<file path="src/rtl/wb_stage_if.sv">
// Interface bundling the memory-stage handshake, data-memory response,
// register-file write port and forwarding outputs of the writeback stage.
interface wb_stage_if #(parameter int XLEN = 32);
   logic            in_valid;
   logic            in_ready;
   logic [4:0]      in_rd;
   logic            in_regwr;
   logic [1:0]      in_wbsel;
   logic [2:0]      in_funct3;
   logic [1:0]      in_addrlo;
   logic [XLEN-1:0] in_alu;
   logic [XLEN-1:0] in_pc;
   logic            dmem_rvalid;
   logic [XLEN-1:0] dmem_rdata;
   logic [4:0]      rdaddr;
   logic [XLEN-1:0] win;
   logic            regwr;
   logic            busy;
   logic            misalign_err;
   logic            fwd_valid;
   logic [4:0]      fwd_rd;
   logic [XLEN-1:0] fwd_data;

   modport master (
      output in_valid, in_rd, in_regwr, in_wbsel, in_funct3, in_addrlo,
             in_alu, in_pc, dmem_rvalid, dmem_rdata,
      input  in_ready, rdaddr, win, regwr, busy, misalign_err,
             fwd_valid, fwd_rd, fwd_data
   );

   modport slave (
      input  in_valid, in_rd, in_regwr, in_wbsel, in_funct3, in_addrlo,
             in_alu, in_pc, dmem_rvalid, dmem_rdata,
      output in_ready, rdaddr, win, regwr, busy, misalign_err,
             fwd_valid, fwd_rd, fwd_data
   );
endinterface

</file>
<file path="src/rtl/wb_stage.sv">
// r200 writeback stage: result select, load wait/align/extend, single-cycle regfile write.
// Optional macro WB_FWD_EN builds registered forwarding copies of regwr/rdaddr/win.
//
// state       | meaning
// S_IDLE      | no instruction in flight, ready to accept
// S_WAIT_LOAD | load accepted, waiting for dmem_rvalid; not ready
// S_COMMIT    | write (or error) presented this cycle, ready to accept
module wb_stage #(
   parameter int XLEN = 32
) (
   input logic       clk,
   input logic       rst,
   wb_stage_if.slave bus
);

   typedef enum logic [1:0] {
      S_IDLE      = 2'd0,
      S_WAIT_LOAD = 2'd1,
      S_COMMIT    = 2'd2
   } state_t;

   state_t          state_q, state_d;
   logic [4:0]      rdaddr_d;
   logic [XLEN-1:0] win_d;
   logic            regwr_d, merr_d, busy_d;
   logic [4:0]      ld_rd_q, ld_rd_d;
   logic            ld_regwr_q, ld_regwr_d;
   logic [2:0]      ld_funct3_q, ld_funct3_d;
   logic [1:0]      ld_addrlo_q, ld_addrlo_d;
   logic            accept, ld_ok;
   logic [7:0]      ld_byte;
   logic [15:0]     ld_half;
   logic [XLEN-1:0] ld_data;

   assign bus.in_ready = (state_q != S_WAIT_LOAD);
   assign accept       = bus.in_valid && bus.in_ready;

   // legal load types and their natural alignment
   always_comb begin
      ld_ok = 1'b0;
      case (bus.in_funct3)
         3'b000, 3'b100: ld_ok = 1'b1;
         3'b001, 3'b101: ld_ok = ~bus.in_addrlo[0];
         3'b010:         ld_ok = (bus.in_addrlo == 2'b00);
         default:        ld_ok = 1'b0;
      endcase
   end

   assign ld_byte = bus.dmem_rdata[{ld_addrlo_q, 3'b000} +: 8];
   assign ld_half = ld_addrlo_q[1] ? bus.dmem_rdata[31:16] : bus.dmem_rdata[15:0];

   always_comb begin
      ld_data = bus.dmem_rdata;
      case (ld_funct3_q)
         3'b000:  ld_data = {{(XLEN-8){ld_byte[7]}}, ld_byte};
         3'b001:  ld_data = {{(XLEN-16){ld_half[15]}}, ld_half};
         3'b100:  ld_data = {{(XLEN-8){1'b0}}, ld_byte};
         3'b101:  ld_data = {{(XLEN-16){1'b0}}, ld_half};
         default: ld_data = bus.dmem_rdata;
      endcase
   end

   always_comb begin
      state_d     = state_q;
      rdaddr_d    = bus.rdaddr;
      win_d       = bus.win;
      regwr_d     = 1'b0;
      merr_d      = 1'b0;
      ld_rd_d     = ld_rd_q;
      ld_regwr_d  = ld_regwr_q;
      ld_funct3_d = ld_funct3_q;
      ld_addrlo_d = ld_addrlo_q;

      case (state_q)
         S_WAIT_LOAD: begin
            if (bus.dmem_rvalid) begin
               state_d  = S_COMMIT;
               rdaddr_d = ld_rd_q;
               win_d    = ld_data;
               regwr_d  = ld_regwr_q && (ld_rd_q != 5'd0);
            end
         end
         default: begin
            if (!accept) begin
               state_d = S_IDLE;
            end else if (bus.in_wbsel == 2'b01) begin
               if (ld_ok) begin
                  state_d     = S_WAIT_LOAD;
                  ld_rd_d     = bus.in_rd;
                  ld_regwr_d  = bus.in_regwr;
                  ld_funct3_d = bus.in_funct3;
                  ld_addrlo_d = bus.in_addrlo;
               end else begin
                  // bad load retires immediately with no write
                  state_d = S_COMMIT;
                  merr_d  = 1'b1;
               end
            end else begin
               state_d  = S_COMMIT;
               rdaddr_d = bus.in_rd;
               regwr_d  = bus.in_regwr && (bus.in_rd != 5'd0);
               case (bus.in_wbsel)
                  2'b00:   win_d = bus.in_alu;
                  2'b10:   win_d = bus.in_pc + XLEN'(4);
                  default: win_d = '0;
               endcase
            end
         end
      endcase

      busy_d = (state_d == S_WAIT_LOAD);
   end

   always_ff @(posedge clk or posedge rst) begin
      if (rst) begin
         state_q          <= S_IDLE;
         bus.rdaddr       <= 5'd0;
         bus.win          <= '0;
         bus.regwr        <= 1'b0;
         bus.misalign_err <= 1'b0;
         bus.busy         <= 1'b0;
         ld_rd_q          <= 5'd0;
         ld_regwr_q       <= 1'b0;
         ld_funct3_q      <= 3'd0;
         ld_addrlo_q      <= 2'd0;
      end else begin
         state_q          <= state_d;
         bus.rdaddr       <= rdaddr_d;
         bus.win          <= win_d;
         bus.regwr        <= regwr_d;
         bus.misalign_err <= merr_d;
         bus.busy         <= busy_d;
         ld_rd_q          <= ld_rd_d;
         ld_regwr_q       <= ld_regwr_d;
         ld_funct3_q      <= ld_funct3_d;
         ld_addrlo_q      <= ld_addrlo_d;
      end
   end

`ifdef WB_FWD_EN
   // loaded from the same next-values so they match regwr/rdaddr/win every cycle
   always_ff @(posedge clk or posedge rst) begin
      if (rst) begin
         bus.fwd_valid <= 1'b0;
         bus.fwd_rd    <= 5'd0;
         bus.fwd_data  <= '0;
      end else begin
         bus.fwd_valid <= regwr_d;
         bus.fwd_rd    <= rdaddr_d;
         bus.fwd_data  <= win_d;
      end
   end
`else
   assign bus.fwd_valid = 1'b0;
   assign bus.fwd_rd    = 5'd0;
   assign bus.fwd_data  = '0;
`endif

endmodule

</file>
<file path="src/flat_wrapper.sv">
// flat-port wrapper written by rule: the top's interface ports become plain ports
module wb_stage_flat 
#(
   parameter int XLEN = 32
)
  (clk, rst, bus_in_valid, bus_in_rd, bus_in_regwr, bus_in_wbsel, bus_in_funct3, bus_in_addrlo, bus_in_alu, bus_in_pc, bus_dmem_rvalid, bus_dmem_rdata, bus_in_ready, bus_rdaddr, bus_win, bus_regwr, bus_busy, bus_misalign_err, bus_fwd_valid, bus_fwd_rd, bus_fwd_data);
  wb_stage_if #(.XLEN(XLEN)) bus_i ();
  input logic clk;
  input logic rst;
  input wire logic [$bits(bus_i.in_valid)-1:0] bus_in_valid;
  input wire logic [$bits(bus_i.in_rd)-1:0] bus_in_rd;
  input wire logic [$bits(bus_i.in_regwr)-1:0] bus_in_regwr;
  input wire logic [$bits(bus_i.in_wbsel)-1:0] bus_in_wbsel;
  input wire logic [$bits(bus_i.in_funct3)-1:0] bus_in_funct3;
  input wire logic [$bits(bus_i.in_addrlo)-1:0] bus_in_addrlo;
  input wire logic [$bits(bus_i.in_alu)-1:0] bus_in_alu;
  input wire logic [$bits(bus_i.in_pc)-1:0] bus_in_pc;
  input wire logic [$bits(bus_i.dmem_rvalid)-1:0] bus_dmem_rvalid;
  input wire logic [$bits(bus_i.dmem_rdata)-1:0] bus_dmem_rdata;
  output wire logic [$bits(bus_i.in_ready)-1:0] bus_in_ready;
  output wire logic [$bits(bus_i.rdaddr)-1:0] bus_rdaddr;
  output wire logic [$bits(bus_i.win)-1:0] bus_win;
  output wire logic [$bits(bus_i.regwr)-1:0] bus_regwr;
  output wire logic [$bits(bus_i.busy)-1:0] bus_busy;
  output wire logic [$bits(bus_i.misalign_err)-1:0] bus_misalign_err;
  output wire logic [$bits(bus_i.fwd_valid)-1:0] bus_fwd_valid;
  output wire logic [$bits(bus_i.fwd_rd)-1:0] bus_fwd_rd;
  output wire logic [$bits(bus_i.fwd_data)-1:0] bus_fwd_data;
  assign bus_i.in_valid = bus_in_valid;
  assign bus_i.in_rd = bus_in_rd;
  assign bus_i.in_regwr = bus_in_regwr;
  assign bus_i.in_wbsel = bus_in_wbsel;
  assign bus_i.in_funct3 = bus_in_funct3;
  assign bus_i.in_addrlo = bus_in_addrlo;
  assign bus_i.in_alu = bus_in_alu;
  assign bus_i.in_pc = bus_in_pc;
  assign bus_i.dmem_rvalid = bus_dmem_rvalid;
  assign bus_i.dmem_rdata = bus_dmem_rdata;
  assign bus_in_ready = bus_i.in_ready;
  assign bus_rdaddr = bus_i.rdaddr;
  assign bus_win = bus_i.win;
  assign bus_regwr = bus_i.regwr;
  assign bus_busy = bus_i.busy;
  assign bus_misalign_err = bus_i.misalign_err;
  assign bus_fwd_valid = bus_i.fwd_valid;
  assign bus_fwd_rd = bus_i.fwd_rd;
  assign bus_fwd_data = bus_i.fwd_data;
  wb_stage #(.XLEN(XLEN)) u_core (.clk(clk), .rst(rst), .bus(bus_i));
endmodule
</file>
<file path="config.mk">
export PLATFORM = sky130hd
export DESIGN_NAME = wb_stage_flat
export DESIGN_NICKNAME = d
export VERILOG_FILES = /design/src/rtl/wb_stage_if.sv /design/src/rtl/wb_stage.sv /design/src/flat_wrapper.sv
export SDC_FILE = /design/constraint.sdc
export NUM_CORES = 1
export LEC_CHECK = 0
export CAP_MARGIN = 30
export CORE_MARGIN = 2
export CORE_UTILIZATION = 40
export CTS_CLUSTER_SIZE = 24
export DETAILED_ROUTE_END_ITERATION = 12
export PLACE_DENSITY = 0.75
export SLEW_MARGIN = 20
export SYNTH_ARGS = -nofsm -noshare
export SYNTH_HDL_FRONTEND = slang
export SYNTH_SLANG_ARGS = --single-unit
</file>
<file path="constraint.sdc">
create_clock -name clk -period 2.35 [get_ports clk]
set_clock_uncertainty 0.15 [all_clocks]
set_input_delay 0.47 -clock clk [delete_from_list [all_inputs] [get_ports clk]]
set_output_delay 0.47 -clock clk [all_outputs]
set_load 0.02 [all_outputs]
</file>
# Word-level counts from Yosys, hierarchy flattened
# Index checks and enable logic that the tools add are counted.
dict set report totals {
  reg_bits 53
  out_inout_bits 79
  wordCells 67
}
dict set report classes {
  add_sub_neg 1
  n_eq_ne 14
  shifts 1
  n_mux 25
  bitwise 2
  reduce_logical 14
}
# op count
set ops {}
lappend ops {{32-bit 2-to-1 mux} 4}
lappend ops {{32-bit case mux with 4 select lines} 1}
lappend ops {{32-bit case mux with 2 select lines} 1}
lappend ops {{32-bit by 3-bit adder with 32-bit output (second input constant)} 1}
lappend ops {{32-bit by 6-bit variable part select with 8-bit output} 1}
lappend ops {{5-bit 2-to-1 mux} 4}
lappend ops {{16-bit 2-to-1 mux} 1}
lappend ops {{3-bit == test (second input constant)} 4}
lappend ops {{2-bit 2-to-1 mux} 5}
lappend ops {{5-bit nonzero test} 2}
lappend ops {{1-bit 2-to-1 mux} 8}
lappend ops {{2-bit by 1-bit == test with 1-bit output (second input constant)} 3}
lappend ops {{3-bit by 1-bit == test with 1-bit output (second input constant)} 2}
lappend ops {{3-bit logical NOT} 2}
lappend ops {{2-bit logical NOT} 2}
lappend ops {{2-bit != test (second input constant)} 2}
lappend ops {{4-bit AND reduction} 1}
lappend ops {{2-bit OR reduction} 2}
lappend ops {{3-bit by 2-bit == test with 1-bit output (second input constant)} 1}
lappend ops {{1-bit logical AND} 3}
lappend ops {{1-bit case mux with 3 select lines} 1}
lappend ops {{3-bit AND reduction} 1}
lappend ops {{2-bit == test (second input constant)} 1}
lappend ops {{2-bit by 1-bit != test with 1-bit output (second input constant)} 1}
lappend ops {{2 further kinds} 3}

# Depth between registers and ports, before layout
dict set report depth {
  ltp_word 8
  ltp_mapped 9
  mapped_depth_nobuf 7
}

# Worst setup path before layout
# Ideal clock, no wire load.
dict set report synth_path {
  path_type {input-to-reg}
  start {input bus_in_pc[7]}
  end {register u_core.bus.win[19]}
  setup_ns 0.076
  t_arrival_ns 2.268
  setup_slack_ns -0.145
  stages 7
  path_buffers 1
  path_cell_list {nand4_2 > or4_4 > buf_6 > or4_4 > xor2_1 > a211o_1 > o21ai_1}
}
dict set report synth_between {
  elab_chain_len 5
}
# item line
set synth_lines {}
lappend synth_lines {{start: declaration} flat_wrapper.sv:17} ;# input wire logic [$bits(bus_i.in_pc)-1:0] bus_in_pc;
lappend synth_lines {{32-bit by 3-bit adder with 32-bit output} wb_stage.sv:104} ;# 2'b10: win_d = bus.in_pc + XLEN'(4);
lappend synth_lines {{32-bit case mux with 2 select lines} wb_stage.sv:102} ;# case (bus.in_wbsel)
lappend synth_lines {{32-bit 2-to-1 mux} wb_stage.sv:86} ;# end else if (bus.in_wbsel == 2'b01) begin
lappend synth_lines {{32-bit 2-to-1 mux} wb_stage.sv:84} ;# if (!accept) begin
lappend synth_lines {{32-bit 2-to-1 mux} wb_stage.sv:74} ;# case (state_q)
lappend synth_lines {{end signal: assignment} wb_stage.sv:129} ;# bus.win <= win_d;
lappend synth_lines {{end: declaration} wb_stage_if.sv:34} ;# output in_ready, rdaddr, win, regwr, busy, misalign_err,
# Every way passes these cells. The select of a mux whose other input is x is not followed.
# A chain may end at the register's enable or synchronous reset.

# Worst setup path after layout
dict set report layout_path {
  start {input bus_dmem_rdata[23]}
  end {register u_core.bus.win[18]}
}
dict set report layout_between {
  elab_chain_len 4
}
# item line
set layout_lines {}
lappend layout_lines {{start: declaration} flat_wrapper.sv:19} ;# input wire logic [$bits(bus_i.dmem_rdata)-1:0] bus_dmem_rdata;
lappend layout_lines {{32-bit by 6-bit variable part select with 8-bit output} wb_stage.sv:49} ;# assign ld_byte = bus.dmem_rdata[{ld_addrlo_q, 3'b000} +: 8];
lappend layout_lines {{32-bit case mux with 4 select lines} wb_stage.sv:54} ;# case (ld_funct3_q)
lappend layout_lines {{32-bit 2-to-1 mux} wb_stage.sv:76} ;# if (bus.dmem_rvalid) begin
lappend layout_lines {{32-bit 2-to-1 mux} wb_stage.sv:74}
# Every way passes these cells. The select of a mux whose other input is x is not followed.

==> results_dict.tcl <==
set metrics [dict create \
    die-height_um 105.3 \
    dp_slack_ns -0.5907 \
    p_seq_share_pct 35.0 \
    core_um2 9864 \
    cp_cell_sequence "clkdlybuf4s50_1 > mux2_2 > a22oi_2 > a21boi_1 > buf_4 > nor2_1 > buf_4 > nand2_1 > o221a_2" \
    port_buffers 153 \
    htree_levels 2 \
    cp_num_buf_inv 3 \
    fmax_ghz 0.4390 \
    period_share_pct 96.93 \
    layout_common_cells "clkdlybuf4s50_1 (141), buf_4 (89), nand2_1 (54)" \
    num_antenna_cells 0 \
    vdd_drop_max_mv 0.3424 \
    synth_ff_type "dfrtp_1" \
    cpMostUsedCell "buf_4" \
    dr.pass1.iters 5 \
    critical_path_class "in2reg" \
    avgSynthCellArea_um2 8.095 \
    clk_pin_slew_ns 0.11 \
    setup.worst_path.start_class "input port" \
    slew_viol_final 0 \
    grt_first_pass_wirelength_um 24800 \
    finalCriticalPeriod_ns 2.278 \
    layout_setup_ws_ns 0.07209 \
    first_iter_violations 265 \
    hold_viol_final 0 \
    crit_cells 9 \
    sw_frac_of_total_pct 37.58 \
    antenna_found_initial 0 \
    drtAntennaViolNets 0 \
    status "complete, no violations" \
    initial_core_util_pct 41.60 \
    gp_congestion 0.9624 \
    routedWlPerCell_um 18.60 \
    numCtsBuffers 5 \
    drc 0 \
    worstPathArrival_ns 2.33 \
    crit_fanout 11 \
    p_sw_w 0.001273 \
    critPathMaxStageDelay_ns 0.50 \
    yosysUniqueCellTypes 59 \
    reg2reg_depth 8 \
    globalRouteTotalUtil_pct 28.39 \
    endpoint_kind "register" \
    required_ns 2.40 \
    ys_ff_latch 53 \
    area_growth_pct 55.73 \
    overflow 0 \
    p_int_w 0.002115 \
    synthArstFlopShare_pct 100.0 \
    rsz0062_at_grt "false" \
    worstSkewPairLatency_ns 0.32 \
    setup_viol 0 \
    row_count 36 \
    stdcell_area_um2 6391 \
    syn_area_um2 4104 \
    nFillCells 832 \
    clkSinkCount 53 \
    cts_buffer_depth 2 \
    die-area_um2 11090 \
    drive_above_1_share_pct 18.92 \
    nets 837 \
    power_density_nw_per_um2 530.1 \
    tritoncts "done" \
    leakagePower_nw 2.679 \
    synth-seq-area-share_pct 32.32 \
    num_vias 4677 \
    dpl-instance-area_um2 6217 \
    p_total_w 0.003388 \
    yosys_warnings 0 \
    vias_per_cell 5.457 \
    combPwrFrac_pct 45.7 \
    synth_edf_count 0 \
    clockRootBuffer "clkbuf_8" \
    dp_hpwl_um 12790 \
    pin_count 192 \
    grt_pass1_vias 4542 \
    chipWidth_um 105.3 \
    layout_commonest_cell "clkdlybuf4s50_1" \
    clkPwrFrac_pct 19.3 \
    worst_hold_path_type "in2async" \
    netlist_instances 507 \
    worst_path_max_delay_cell "clkdlybuf4s50_1" \
    critPathTopFamily "buffers and inverters" \
    grt_max_degree 54 \
    drt_wl_total_um 15940 \
    cap_violations 0 \
]
[repair_timing]
| item | 4_1_cts | 5_1_grt |
|---|---|---|
| setup buffers | 1 | 0 |
| resized for setup | 23 | 8 |
| setup endpoints to repair | 15 | 15 |
| endpoints found under the hold margin | 0 | 0 |
| pin swaps | 3 | 2 |
| hold buffers | 0 | 0 |
[metrics by stage]
step           hold slack, ns  setup TNS (ns)  cells  util [%]
2_1_floorplan          0.3303               0    544         -
3_3_place_gp           0.3356          -9.517    847     63.03
3_5_place_dp           0.3272          -9.969    847     63.03
4_1_cts                0.3563               0    856     64.35
5_1_grt                0.3811               0    857     64.79
6_report               0.3480               0    857     64.79
[state kept, by name, indices dropped and copies added (netlist names)]
| register | flops |
|---|---|
| u_core.ld_funct3_q | 3 |
| u_core.ld_addrlo_q | 2 |
| u_core.ld_regwr_q | 1 |
| u_core.state_q | 2 |
| u_core.bus.regwr | 1 |
| u_core.bus.misalign_err | 1 |
| u_core.ld_rd_q | 5 |
| u_core.bus.rdaddr | 5 |
| u_core.bus.busy | 1 |
| u_core.bus.win | 32 |
[layout make-up]
class / instances / area [µm²] / area share [%]
Multi-Input combinational cell: 406 / 2499 / 39.10
Sequential cell: 53 / 1326 / 20.75
Clock buffer: 5 / 68.82 / 1.077
Clock inverter: 3 / 43.79 / 0.6852
Timing Repair Buffer: 244 / 2238 / 35.02
Inverter: 13 / 48.80 / 0.7635
Tap cell: 133 / 166.4 / 2.604
[cell families (layout without fill, tap and decap cells)]
group           count (synthesis)  after routing  share of synthesized area [%]
compound gates                131            131                          22.04
fa+ha+maj                       1              1                         0.3048
simple gates                  188            188                          22.26
xor+xnor                       24             24                          5.122
mux                            24             24                          6.281
buf+inv                        85            265                          11.59
other cells                     1             38                        0.09138
flops                          53             53                          32.32
[per-layer routing]
layer | global-route usage [%] | vias to the layer above | part of all wire, %
met2 | 45.81 | 216 | 47
met5 | 0 | - | 0
met4 | 11.14 | 0 | 3.0
met3 | 4.020 | 28 | 6.5
met1 | 38.39 | 2231 | 43
li1 | - | 2202 | -
[worst register-to-register path: stages, from the launching register on]
cell and delay [ns]:
dfrtp_1 0.47, mux2_2 0.38, a22oi_2 0.23, a21boi_1 0.15
buf_4 0.17, nor2_1 0.08, buf_4 0.20, nand2_1 0.08
o221a_2 0.12
[path summary, 6_finish.rpt]
path	startpoint	endpoint	slack (ns)
setup / recovery	bus_dmem_rdata[23]	u_core.bus.win[18]	0.07
hold / removal	rst	u_core.bus.win[30]	0.35
setup reg to reg	u_core.ld_addrlo_q[0]	u_core.bus.win[18]	0.20
hold reg to reg	u_core.bus.win[8]	u_core.bus.win[8]	0.36
max in group asynchronous	rst	u_core.bus.win[18]	1.43
min in group clk	u_core.bus.win[8]	u_core.bus.win[8]	0.36
[synth_stat cells, types with 4 or more instances]
master,instances,share of area [%]
a22oi_1,5,0.91
a211oi_1,19,3.5
inv_1,13,1.2
o221ai_1,4,0.85
mux2i_1,10,2.4
o211ai_1,6,1.1
nor2_1,47,4.3
nand2b_1,4,0.61
a21oi_1,17,2.1
buf_1,5,0.46
nor3_1,12,1.5
nand4_1,6,0.91
xnor2_1,12,2.6
buf_4,38,7.0
nand2_1,56,5.1
dfrtp_1,53,32
o21ai_0,27,3.3
nand3_1,26,3.2
nor4_1,8,1.2
a31oi_1,12,1.8
clkbuf_1,27,2.5
nor2b_1,6,0.91
a221oi_1,18,3.8
mux2_2,14,3.8
xor2_1,12,2.6
[power by group through the flow]
stage / clock network [W] / registers, W / logic [W]
finish: 0.000653 / 0.00119 / 0.00155
global route: 0.000695 / 0.00121 / 0.00166
CTS: 0.000660 / 0.00118 / 0.00153
detailed placement: 0 / 0.00120 / 0.00153
global placement: 0 / 0.00119 / 0.00151
floorplan: 0 / 0.00129 / 0.000703
Note: power is estimated with default switching activity, not from simulation.
